--- src/rtl/gpr_cdb_arbiter_pkg.sv ---
// Shared CDB definitions: ROB tag width, GPR CDB unit count, broadcast bus type
// and the tag-match helper used by CDB consumers.
package gpr_cdb_arbiter_pkg;

  localparam int unsigned ROB_WIDTH     = 4;
  localparam int unsigned GPR_CDB_N_REQ = 4;
  localparam int unsigned CDB_DATA_W    = 32;

  typedef struct packed {
    logic                  valid;
    logic [ROB_WIDTH-1:0]  tag;
    logic [CDB_DATA_W-1:0] data;
  } cdb_t;

  // True when a live broadcast carries the given ROB tag.
  function automatic logic tag_match(cdb_t cdb, logic [ROB_WIDTH-1:0] tag);
    return cdb.valid && (cdb.tag == tag);
  endfunction

endpackage

--- src/rtl/gpr_cdb_arbiter_rr_prio_pick.sv ---
// Round-robin priority pick: rotate requests so ptr sits at bit 0, take the
// lowest set bit, rotate the index back. Purely combinational; reusable per CDB.
module rr_prio_pick #(
  parameter  int unsigned N  = 4,
  localparam int unsigned PW = (N > 1) ? $clog2(N) : 1
) (
  input  logic [N-1:0]  req,
  input  logic [PW-1:0] ptr,
  output logic [N-1:0]  grant_c,
  output logic [PW-1:0] idx_c,
  output logic          any_c
);

  logic [2*N-1:0] dbl;
  logic [N-1:0]   rot;
  logic [PW-1:0]  off;
  logic [PW:0]    sum;

  always_comb begin
    dbl     = {req, req} >> ptr;
    rot     = dbl[N-1:0];
    off     = '0;
    any_c   = |req;
    // Scan downward so the lowest set bit of the rotated vector wins.
    for (int k = int'(N) - 1; k >= 0; k--) begin
      if (rot[k]) off = PW'(k);
    end
    sum = {1'b0, ptr} + {1'b0, off};
    if (sum >= (PW+1)'(N)) sum = sum - (PW+1)'(N);
    idx_c   = sum[PW-1:0];
    grant_c = '0;
    for (int i = 0; i < int'(N); i++) begin
      grant_c[i] = any_c && (idx_c == PW'(i));
    end
  end

endmodule

--- src/rtl/gpr_cdb_arbiter.sv ---
// GPR common data bus arbiter: round-robin grant in cycle N, broadcast of the
// captured tag plus the unit's registered result in cycle N+1.
// Optional GPR_CDB_STAT_EN adds the busy_cycles broadcast counter.
module gpr_cdb_arbiter
  import gpr_cdb_arbiter_pkg::*;
#(
  parameter  int unsigned N_REQ = GPR_CDB_N_REQ,
  localparam int unsigned PW    = (N_REQ > 1) ? $clog2(N_REQ) : 1
) (
  input  logic                        clk,
  input  logic                        reset,
  input  logic [N_REQ-1:0]            req_valid,
  output logic [N_REQ-1:0]            req_ready,
  input  logic [N_REQ*ROB_WIDTH-1:0]  req_tag,
  input  logic [N_REQ*CDB_DATA_W-1:0] req_result,
`ifdef GPR_CDB_STAT_EN
  output cdb_t                        gpr_cdb,
  output logic [31:0]                 busy_cycles
`else
  output cdb_t                        gpr_cdb
`endif
);

  logic [PW-1:0]        ptr;
  logic [PW-1:0]        sel;
  logic [ROB_WIDTH-1:0] tag_q;
  logic                 pend;

  logic [N_REQ-1:0]     pick_grant;
  logic [PW-1:0]        pick_idx;
  logic                 pick_any;
  logic                 grant_c;
  logic [PW-1:0]        ptr_nxt;
  logic [ROB_WIDTH-1:0] cap_tag;

  rr_prio_pick #(.N(N_REQ)) u_pick (
    .req     (req_valid),
    .ptr     (ptr),
    .grant_c (pick_grant),
    .idx_c   (pick_idx),
    .any_c   (pick_any)
  );

  // Grant is suppressed while reset is held so no unit dispatches into a cancelled slot.
  always_comb begin
    req_ready = reset ? '0 : pick_grant;
    grant_c   = pick_any && !reset;
    ptr_nxt   = (pick_idx == PW'(N_REQ - 1)) ? '0 : pick_idx + PW'(1);
    cap_tag   = '0;
    for (int i = 0; i < int'(N_REQ); i++) begin
      if (pick_idx == PW'(i)) cap_tag = req_tag[ROB_WIDTH*i +: ROB_WIDTH];
    end
  end

  always_ff @(posedge clk) begin
    if (reset) begin
      ptr   <= '0;
      sel   <= '0;
      tag_q <= '0;
      pend  <= 1'b0;
    end else if (grant_c) begin
      ptr   <= ptr_nxt;
      sel   <= pick_idx;
      tag_q <= cap_tag;
      pend  <= 1'b1;
    end else begin
      pend  <= 1'b0;
    end
  end

  // Result mux uses the registered sel: units register their result at the grant edge.
  always_comb begin
    gpr_cdb.valid = pend;
    gpr_cdb.tag   = pend ? tag_q : 'x;
    gpr_cdb.data  = 'x;
    if (pend) begin
      for (int i = 0; i < int'(N_REQ); i++) begin
        if (sel == PW'(i)) gpr_cdb.data = req_result[CDB_DATA_W*i +: CDB_DATA_W];
      end
    end
  end

`ifdef GPR_CDB_STAT_EN
  always_ff @(posedge clk) begin
    if (reset)     busy_cycles <= '0;
    else if (pend) busy_cycles <= busy_cycles + 32'd1;
  end
`endif

endmodule

--- config.mk ---
export PLATFORM = sky130hd
export DESIGN_NAME = gpr_cdb_arbiter
export DESIGN_NICKNAME = d
export VERILOG_FILES = /design/src/rtl/gpr_cdb_arbiter_pkg.sv /design/src/rtl/gpr_cdb_arbiter_rr_prio_pick.sv /design/src/rtl/gpr_cdb_arbiter.sv
export SDC_FILE = /design/constraint.sdc
export NUM_CORES = 1
export LEC_CHECK = 0
export ABC_AREA = 1
export CORE_ASPECT_RATIO = 1.5
export CORE_UTILIZATION = 26
export CTS_CLUSTER_SIZE = 10
export DETAILED_ROUTE_END_ITERATION = 10
export PLACE_DENSITY = 0.82
export SYNTH_ARGS = -nofsm -noshare
export SYNTH_HDL_FRONTEND = slang
export SYNTH_SLANG_ARGS = --single-unit
--- constraint.sdc ---
create_clock -name clk -period 3.67 [get_ports clk]
set_input_delay 0.9175 -clock clk [delete_from_list [all_inputs] [get_ports clk]]
set_output_delay 0.9175 -clock clk [all_outputs]
set_load 0.01 [all_outputs]
==> metrics.txt, run 1 <==
RR Endpoint=sel[1]; CP Class=in -> out; PD cells=604 nW/um^2; largest vdd supply drop=0.624 mV; synth warn=0; synth unique cells=21; Initial Utilization=27.2%; area of the mapped netlist=1500 um^2; DRC=0; fillers=464; top cell type's share of synthesized area=19.1%; Hold Path Sink=tag_q[2]; post-route clock skew=0.00104 ns; register area=181 um^2; Via Count=2,745; flop2flop setup slack=0.34 ns; Core Footprint=5490 um^2; Reg-to-Reg Start=ptr[0]; final antenna-violating net count=0; crit path time final=3.60 ns; crit start category=primary input; Post-Synthesis Cells=265; hold violation total from the final report=0; Seq/Total Area, Yosys=12.0%; share of layout cells above drive strength 1=15.9%; Clock transition at path regs=0.04 ns; post-synth top area cell=nand2_1; I/O pin total=191; global route overflow=0; number of synthesized register bits=9; Port-buffer cells=190; Final Net Count=627; Min-Delay Path Class=reg -> reg; Syn Nets=420; Avg Synthesized Cell Area=5.65 um^2; row count=33; Setup crit end kind=output port; initial drt markers=138; wire length of the first global-routing pass=12,800 um; Wirelength per Cell=15.7 um; area grow syn2layout=151%; Final Core Density=68.5%; R2R cell count=25; Sum Neg Setup Slack=0 ns; fin crit share=98.0%; CP Max Fanout=3; Hold-fix buffers, CTS=0; Diodes inserted=0; Final setup viols=0; fin. max-slew vios=0; Max Fclk=278 MHz; # Max-Cap Violations=0; Root Buffer=clkbuf_8; Sink Count=9; Leak=1.54 nW; vias in the first global route=2,661; Pre-Repair DR Iteration Count=4; most frequent cells in the layout=clkdlybuf4s50_1 (182), nand2_1 (66), nor2_1 (33); initial antenna violation count=0; Least-Margin Pin Slew=0.381 ns; critical path arrival=2.68 ns; Longest Clk Path Bufs=2; H-tree levels=1; commonest non-fill, non-tap cell in the layout=clkdlybuf4s50_1; ranking of synthesized cells by area=nand2_1 (19%), o221ai_1 (16%), dfxtp_1 (12%); CTS tree=built; Critical Path RT=2.75 ns; DIE AREA=6070 um^2; Via density=5.07; Slew HR=74.6%; GRT Util Overall=26.6%; total CTS buffers=3; RSZ-0062 raised after global routing=false; slack of the critical path=0.0725 ns; worst-skew pair later-pin latency=0.23 ns; largest net degree at the start of global routing=33; DP HPWL=6310 um; die height=94.9 um; hold path depth=2; Hold Startpoint=tag_q[2]; dpl ws=-0.661 ns; outcome=finished clean; routability cong.=0.797; multi-input logic area=1250 um^2; final wirelength=8510 um; Die X=63.9 um
-- per-layer routing --
metal | vias up | part of all wire, % | GRT usage (%)
li1 | 1340 | - | -
met1 | 1226 | 35 | 25.9
met2 | 152 | 54 | 54.0
met3 | 27 | 8.3 | 6.88
met4 | 0 | 2.6 | 6.06
met5 | - | 0 | 0
-- cell usage after synthesis (all sizes together) --
library cell,n
a21boi,1
nor2,36
inv,20
ha,5
o22ai,2
a21oi,4
o221ai,28
nand2,80
nand3,18
buf,16
o211ai,4
a31oi,3
xnor2,1
o21ai,38
dfxtp,9
-- logic make-up (layout without fill, tap and decap cells) --
kind of cell / count (synthesis) / after routing / synth area share (%)
buf+inv: 36 / 242 / 11.5
flops: 9 / 9 / 12.0
xor+xnor: 1 / 1 / 0.585
simple gates: 134 / 134 / 36.6
fa+ha+maj: 5 / 5 / 4.18
compound gates: 80 / 80 / 35.0
-- area by class of cell --
cell class                 instances  share of cell area [%]
sequential                         9                    4.82
multi-input combinational        220                    33.3
inverter                          20                    2.00
clock buffer                       4                    1.20
timing repair buffer             218                    56.4
tap                               70                    2.33
-- what timing repair did --
item,CTS,global route
gates resized for setup,31,36
pin swaps,7,10
buffers inserted,14,0
setup endpoints to repair,4,5
-- worst max-delay path by stage --
stage                            start            to  cells after the start
after floorplan           req_valid[1]  req_ready[1]                     14
after global placement    req_valid[1]  req_ready[1]                     16
after detailed placement  req_valid[2]  req_ready[1]                     15
after CTS                 req_valid[2]        sel[1]                     26
after global routing      req_valid[3]  req_ready[3]                     14
final                     req_valid[0]  req_ready[2]                     15
-- registers in the layout, summed over array words and instances (netlist names) --
name	flops
pend	1
sel	2
tag_q	4
ptr	2
-- report_power, final --
part           internal (mW)  switching [mW]
Sequential             0.137          0.0467
Combinational           1.05           0.926
Clock                 0.0756          0.0382
-- worst max-delay path, cell delays in order --
cell and delay [ns]:
buf_6 0.10, nand2_4 0.06, nand3_2 0.09, nand2_2 0.12, nand3_2 0.09, a21boi_2 0.12
ha_2 0.21, xnor2_2 0.14, inv_1 0.08, nand2_2 0.11, nand2_2 0.08, ha_1 0.20
inv_1 0.08, nor2_1 0.05, clkdlybuf4s15_1 0.22
-- per-stage QoR --
step	power (mW)	std cells	instance area, um^2	hold slack [ns]
after floorplan	1.06	265	1500	0.498
after global placement	1.90	524	3510	0.477
after detailed placement	1.93	524	3510	0.482
after CTS	2.18	542	3690	0.494
after global routing	2.45	541	3760	0.518
final	2.27	541	3760	0.492
No activity file was read; power rests on OpenSTA's default activity.
==> run 2: changes to the inputs <==
--- a/config.mk
+++ b/config.mk
@@ -8,6 +8,7 @@
 export ABC_AREA = 1
 export CORE_ASPECT_RATIO = 1.5
 export CORE_UTILIZATION = 26
+export CTS_CLUSTER_DIAMETER = 80
 export CTS_CLUSTER_SIZE = 10
 export DETAILED_ROUTE_END_ITERATION = 10
 export PLACE_DENSITY = 0.82
==> constraint.sdc (replaced) <==
create_clock -name clk -period 3.6 [get_ports clk]
set_input_delay 0.9 -clock clk [delete_from_list [all_inputs] [get_ports clk]]
set_output_delay 0.9 -clock clk [all_outputs]
set_load 0.01 [all_outputs]
==> run 2 against run 1 <==
Against the previous run: register-to-register slack lost 0.12 ns; via count fell by 0.36%; design area up 0.13%; sequential power about the same; largest power group unchanged.
==> metrics.txt, run 2 (synthesized netlist as in run 1, its figures left out) <==
Hold Path Sink=tag_q[0]; Clock transition at path regs=0.04 ns (about the same); slack of the critical path=0.0299 ns (-0.0427 ns); Longest Clk Path Bufs=2 (unchanged); row count=33 (unchanged); hold slack=0.489 ns (-0.00362 ns); Via density=5.06 (-0.36%); Hold-fix buffers, CTS=0 (unchanged); GRT Util Overall=26.4% (-0.19 points); Port-buffer cells=190 (unchanged); RSZ-0062 raised after global routing=true; Root Buffer=clkbuf_8; slowest CP cell=ha_2; critical path arrival=2.67 ns (about the same); post-route clock skew=0.00700 ns (+0.00597 ns); die height=94.9 um (unchanged); fin. max-slew vios=0 (unchanged); final antenna-violating net count=0 (unchanged); CP cell instances=buf_6 > nand2_1 > nand3_1 > nand2_2 > a21boi_2 > ha_2 > xnor2_2 > inv_1 > nand2_2 > nand2_2 > inv_1 > ha_2 > inv_1 > nor2_1 > buf_2; Leak=1.55 nW (+0.48%); Critical Path RT=2.70 ns (-0.05 ns); total power draw=2.33 mW (+2.7%); initial drt markers=98 (-29%); most frequent cells in the layout=clkdlybuf4s50_1 (182), nand2_1 (67), nor2_1 (33); PD cells=619 nW/um^2 (+2.6%); fin crit share=99.2%; dpl ws=-0.696 ns (-0.0350 ns); # Max-Cap Violations=0 (unchanged); initial antenna violation count=0 (unchanged); CP Max Fanout=3 (unchanged); outcome=finished clean; biggest regs=tag_q x4, ptr x2, sel x2; wire length of the first global-routing pass=12,600 um (-1.0%); worst-skew pair later-pin latency=0.24 ns (about the same); share of layout cells above drive strength 1=15.5% (-0.42 points); max FFs per register=4 (unchanged); vias in the first global route=2,646 (-0.56%); Via Count=2,735 (-0.36%); H-tree levels=1 (unchanged); Core Footprint=5490 um^2 (unchanged); CP Class=in -> out; Largest stage delay, worst path=0.22 ns (about the same); Most flops, register=tag_q; RR Endpoint=sel[1]; total CTS buffers=3 (unchanged); Wirelength per Cell=15.8 um (+0.79%); Final setup viols=0 (unchanged); Min-Delay Path Class=reg -> reg; Setup crit end kind=output port; Initial Utilization=27.2% (unchanged); hold path depth=2 (unchanged); I/O pin total=191 (unchanged); crit start category=primary input; Hold Startpoint=tag_q[0]; largest vdd supply drop=0.647 mV (+3.6%); commonest non-fill, non-tap cell in the layout=clkdlybuf4s50_1; Sink Count=9 (unchanged); DP HPWL=6460 um (+2.4%); routability cong.=0.793 (-0.53%); largest net degree at the start of global routing=31 (-6.1%); Finished Cell Area=3770 um^2 (+0.13%); Final Core Density=68.6% (+0.091 points); global route overflow=0 (unchanged); area post-placement=3530 um^2 (+0.36%); Pre-Repair DR Iteration Count=4 (unchanged); Final Net Count=627 (unchanged); Diodes inserted=0 (unchanged); crit path time final=3.57 ns; DIE AREA=6070 um^2 (unchanged); Least-Margin Pin Slew=0.384 ns (+0.00296 ns); final wirelength=8570 um (+0.79%); Die X=63.9 um (unchanged); R2R cell count=25 (unchanged); area grow syn2layout=152%; Reg-to-Reg Start=ptr[0]; Slew HR=74.4% (-0.19 points); hold violation total from the final report=0 (unchanged); flop2flop setup slack=0.22 ns (-0.12 ns); Max Fclk=280 MHz; CTS tree=built; DRC=0 (unchanged)
==> run 2: final cells by class <==
cell class	instances	area, um^2
repair buffers	218	2140
clock buffers	3	41.3
clock inverters	1	5.00
flip-flops and latches	9	181
inverters	20	75.1
well taps	70	87.6
multi-input cells	220	1240
fillers	464	1720
==> run 2: worst max path at each step <==
stage / end / from / cells past startpoint / slack (ns)
after CTS: sel[1] / req_valid[3] / 26 / 0.001
final: req_ready[1] / req_valid[1] / 15 / 0.03
after detailed placement: req_ready[1] / req_valid[2] / 15 / -0.70
after global routing: req_ready[1] / req_valid[1] / 15 / -0.07
after floorplan: req_ready[1] / req_valid[1] / 14 / 0.30
after global placement: req_ready[1] / req_valid[1] / 16 / -0.60
==> run 2: timing repair <==
item                                    in CTS  in global routing
setup buffers                               14                  0
pin swaps                                    8                  9
endpoints found under the setup margin       4                  5
gates resized for setup                     41                 24
==> run 2: layer usage <==
metal / GRT usage, % / vias up / share of wire, % / routed length [um]
met5: 0 / - / 0 / 0
met1: 26.0 / 1242 / 34 / 2950
met3: 6.76 / 22 / 8.2 / 702
met4: 8.33 / 0 / 2.9 / 248
met2: 52.2 / 133 / 54 / 4670
li1: - / 1338 / - / -
==> run 2: metrics by stage <==
stage               instances  setup TNS, ns
floorplan                 265              0
global placement          524          -2.29
detailed placement        524          -2.68
CTS                       542              0
global route              541         -0.295
finish                    541              0
==> run 2: report_power, final <==
group          leakage [nW]  internal (mW)  switching, mW
combinational          1.45           1.08          0.947
clock                0.0255         0.0760         0.0471
sequential           0.0747          0.139         0.0466
total                  1.55           1.29           1.04
==> run 2: worst max-delay path: cells and delay by family <==
family | cells | cell delay [ns]
simple gates | 6 | 0.61
buf+inv | 5 | 0.45
fa+ha+maj | 2 | 0.40
compound gates | 1 | 0.17
xor+xnor | 1 | 0.14
==> run 3: changes to the inputs <==
--- a/config.mk
+++ b/config.mk
@@ -7,6 +7,7 @@
 export LEC_CHECK = 0
 export ABC_AREA = 1
 export CORE_ASPECT_RATIO = 1.5
+export CORE_MARGIN = 2
 export CORE_UTILIZATION = 26
 export CTS_CLUSTER_DIAMETER = 80
 export CTS_CLUSTER_SIZE = 10
==> run 3 against run 2 <==
Against the previous run: final cell count up 0.18%; combinational power up 5%; clock power about the same; clock skew down 0.0022 ns; power up 4.4%; sequential power down 2%; die area up 5.3%; via count up 1.5%; sequential share of layout area about the same; critical path type unchanged; critical endpoint is now req_ready[2].
==> metrics.txt, run 3 (synthesized netlist as in run 1, its figures left out) <==
largest net degree at the start of global routing=33 (+6.5%); DRC=0 (unchanged); outcome=finished clean; hold slack=0.493 ns (+0.00461 ns); initial drt markers=126 (+29%); fillers=484 (+4.3%); CP Class=in -> out; CTS tree=built; GRT Util Overall=26.0% (-0.34 points); Final setup viols=0 (unchanged); area post-placement=3510 um^2 (-0.35%); Pre-Repair DR Iteration Count=4 (unchanged); DIE AREA=6390 um^2 (+5.3%); critical path arrival=2.62 ns (-0.05 ns); area grow syn2layout=152% (about the same); crit start category=primary input; most used cell along the critical path=nand3_2; vias in the first global route=2,809 (+6.2%); max FFs per register=4 (unchanged); slowest CP cell=ha_2; Largest stage delay, worst path=0.21 ns (about the same); slack of the critical path=0.0804 ns (+0.0506 ns); largest vdd supply drop=0.637 mV (-1.6%); share of layout cells above drive strength 1=15.7% (+0.18 points); total CTS buffers=3 (unchanged); Core Footprint=5530 um^2 (+0.75%); Setup crit end kind=output port; Min-Delay Path Class=reg -> reg; most frequent cells in the layout=clkdlybuf4s50_1 (182), nand2_1 (69), nor2_1 (33); fin crit share=97.8% (-1.4 points); die height=96.9 um (+2.1%); global route overflow=0 (unchanged); PD cells=646 nW/um^2 (+4.3%); Longest Clk Path Bufs=2 (unchanged); DP HPWL=6610 um (+2.4%); Hold-fix buffers, CTS=0 (unchanged); CP cell instances=buf_4 > nand2_2 > nand3_2 > nand2_2 > nand3_2 > a21boi_2 > ha_2 > xnor2_2 > nand3_2 > nand2_4 > ha_4 > inv_1 > nor2_1 > buf_2; fin. max-slew vios=0 (unchanged); Sink Count=9 (unchanged); Port-buffer cells=190 (unchanged); wire length of the first global-routing pass=13,400 um (+6.3%); Die X=65.9 um (+3.1%); Via density=5.12 (+1.3%); Diodes inserted=0 (unchanged); crit path time final=3.52 ns (-0.0506 ns); Critical Path RT=2.70 ns (about the same); Max Fclk=284 MHz (+1.4%); CP Max Fanout=3 (unchanged); Leak=1.54 nW (-0.65%); final wirelength=8850 um (+3.2%); row count=33 (unchanged); commonest non-fill, non-tap cell in the layout=clkdlybuf4s50_1; Final Net Count=628 (+0.16%); I/O pin total=191 (unchanged); Wirelength per Cell=16.3 um (+3.1%); Root Buffer=clkbuf_8; Slew HR=76.6% (+2.2 points); Least-Margin Pin Slew=0.350 ns (-0.0334 ns); biggest regs=tag_q x4, ptr x2, sel x2; Most flops, register=tag_q; Via Count=2,776 (+1.5%); Finished Cell Area=3770 um^2 (about the same); worst-skew pair later-pin latency=0.24 ns (about the same); hold violation total from the final report=0 (unchanged); # Max-Cap Violations=0 (unchanged); H-tree levels=1 (unchanged); post-route clock skew=0.00479 ns (-0.00221 ns); Initial Utilization=27.0% (-0.20 points); routability cong.=0.881 (+11%); initial antenna violation count=0 (unchanged); dpl ws=-0.766 ns (-0.0705 ns); final antenna-violating net count=0 (unchanged); Clock transition at path regs=0.05 ns (about the same)
## run 3: power breakdown
part | switching, mW | total [mW] | leakage [nW] | internal, mW
clock network | 0.0468 | 0.123 | 0.0255 | 0.0760
registers | 0.0440 | 0.182 | 0.0745 | 0.138
logic | 1.02 | 2.13 | 1.44 | 1.12
## run 3: worst max-delay path: cells and delay by family
kind	cells	cell delay, ns
AO/OA/AOI/OAI	1	0.12
XOR/XNOR	1	0.14
adder cells (fa/ha/maj)	2	0.37
buffers and inverters	3	0.31
AND/OR/NAND/NOR	7	0.76
## run 3: layout make-up
| cell class | count | area, um^2 | share of cell area [%] |
|---|---|---|---|
| repair buffers | 219 | 2100 | 55.7 |
| multi-input cells | 220 | 1280 | 33.9 |
| flip-flops and latches | 9 | 180 | 4.78 |
| well taps | 70 | 87.6 | 2.32 |
| inverters | 20 | 77.6 | 2.06 |
| clock buffers | 3 | 41.3 | 1.10 |
| clock inverters | 1 | 5.00 | 0.133 |
## run 3: per-stage QoR
stage	utilization (%)	total power [mW]	std cells	TNS (ns)
6_report	68.1	2.44	542	0
5_1_grt	68.1	2.63	542	-0.101
4_1_cts	67.3	2.33	542	-0.0239
3_5_place_dp	63.5	2.00	524	-2.98
3_3_place_gp	63.5	1.95	524	-2.31
2_1_floorplan	-	1.08	265	0
## run 3: repair_timing
action	CTS	global route
resized for setup	41	23
pin swaps	10	13
endpoints found under the setup margin	4	5
hold endpoints to repair	0	0
buffers inserted	14	2
## run 3: path summary, 6_finish.rpt
kind	end	slack, ns	depth (start not counted)	start
worst max-delay path	req_ready[2]	0.08	14	req_valid[1]
worst min register to register	tag_q[2]	0.49	2	tag_q[2]
worst min-delay path	tag_q[2]	0.49	2	tag_q[2]
worst max register to register	sel[1]	0.29	24	ptr[0]
## run 3: per-layer routing
layer,vias to the layer above,track usage [%],part of all wire [%]
li1,1339,-,-
met1,1241,24.1,32
met2,163,50.2,53
met3,33,7.79,11
met4,0,10.7,3.7
met5,-,0,0
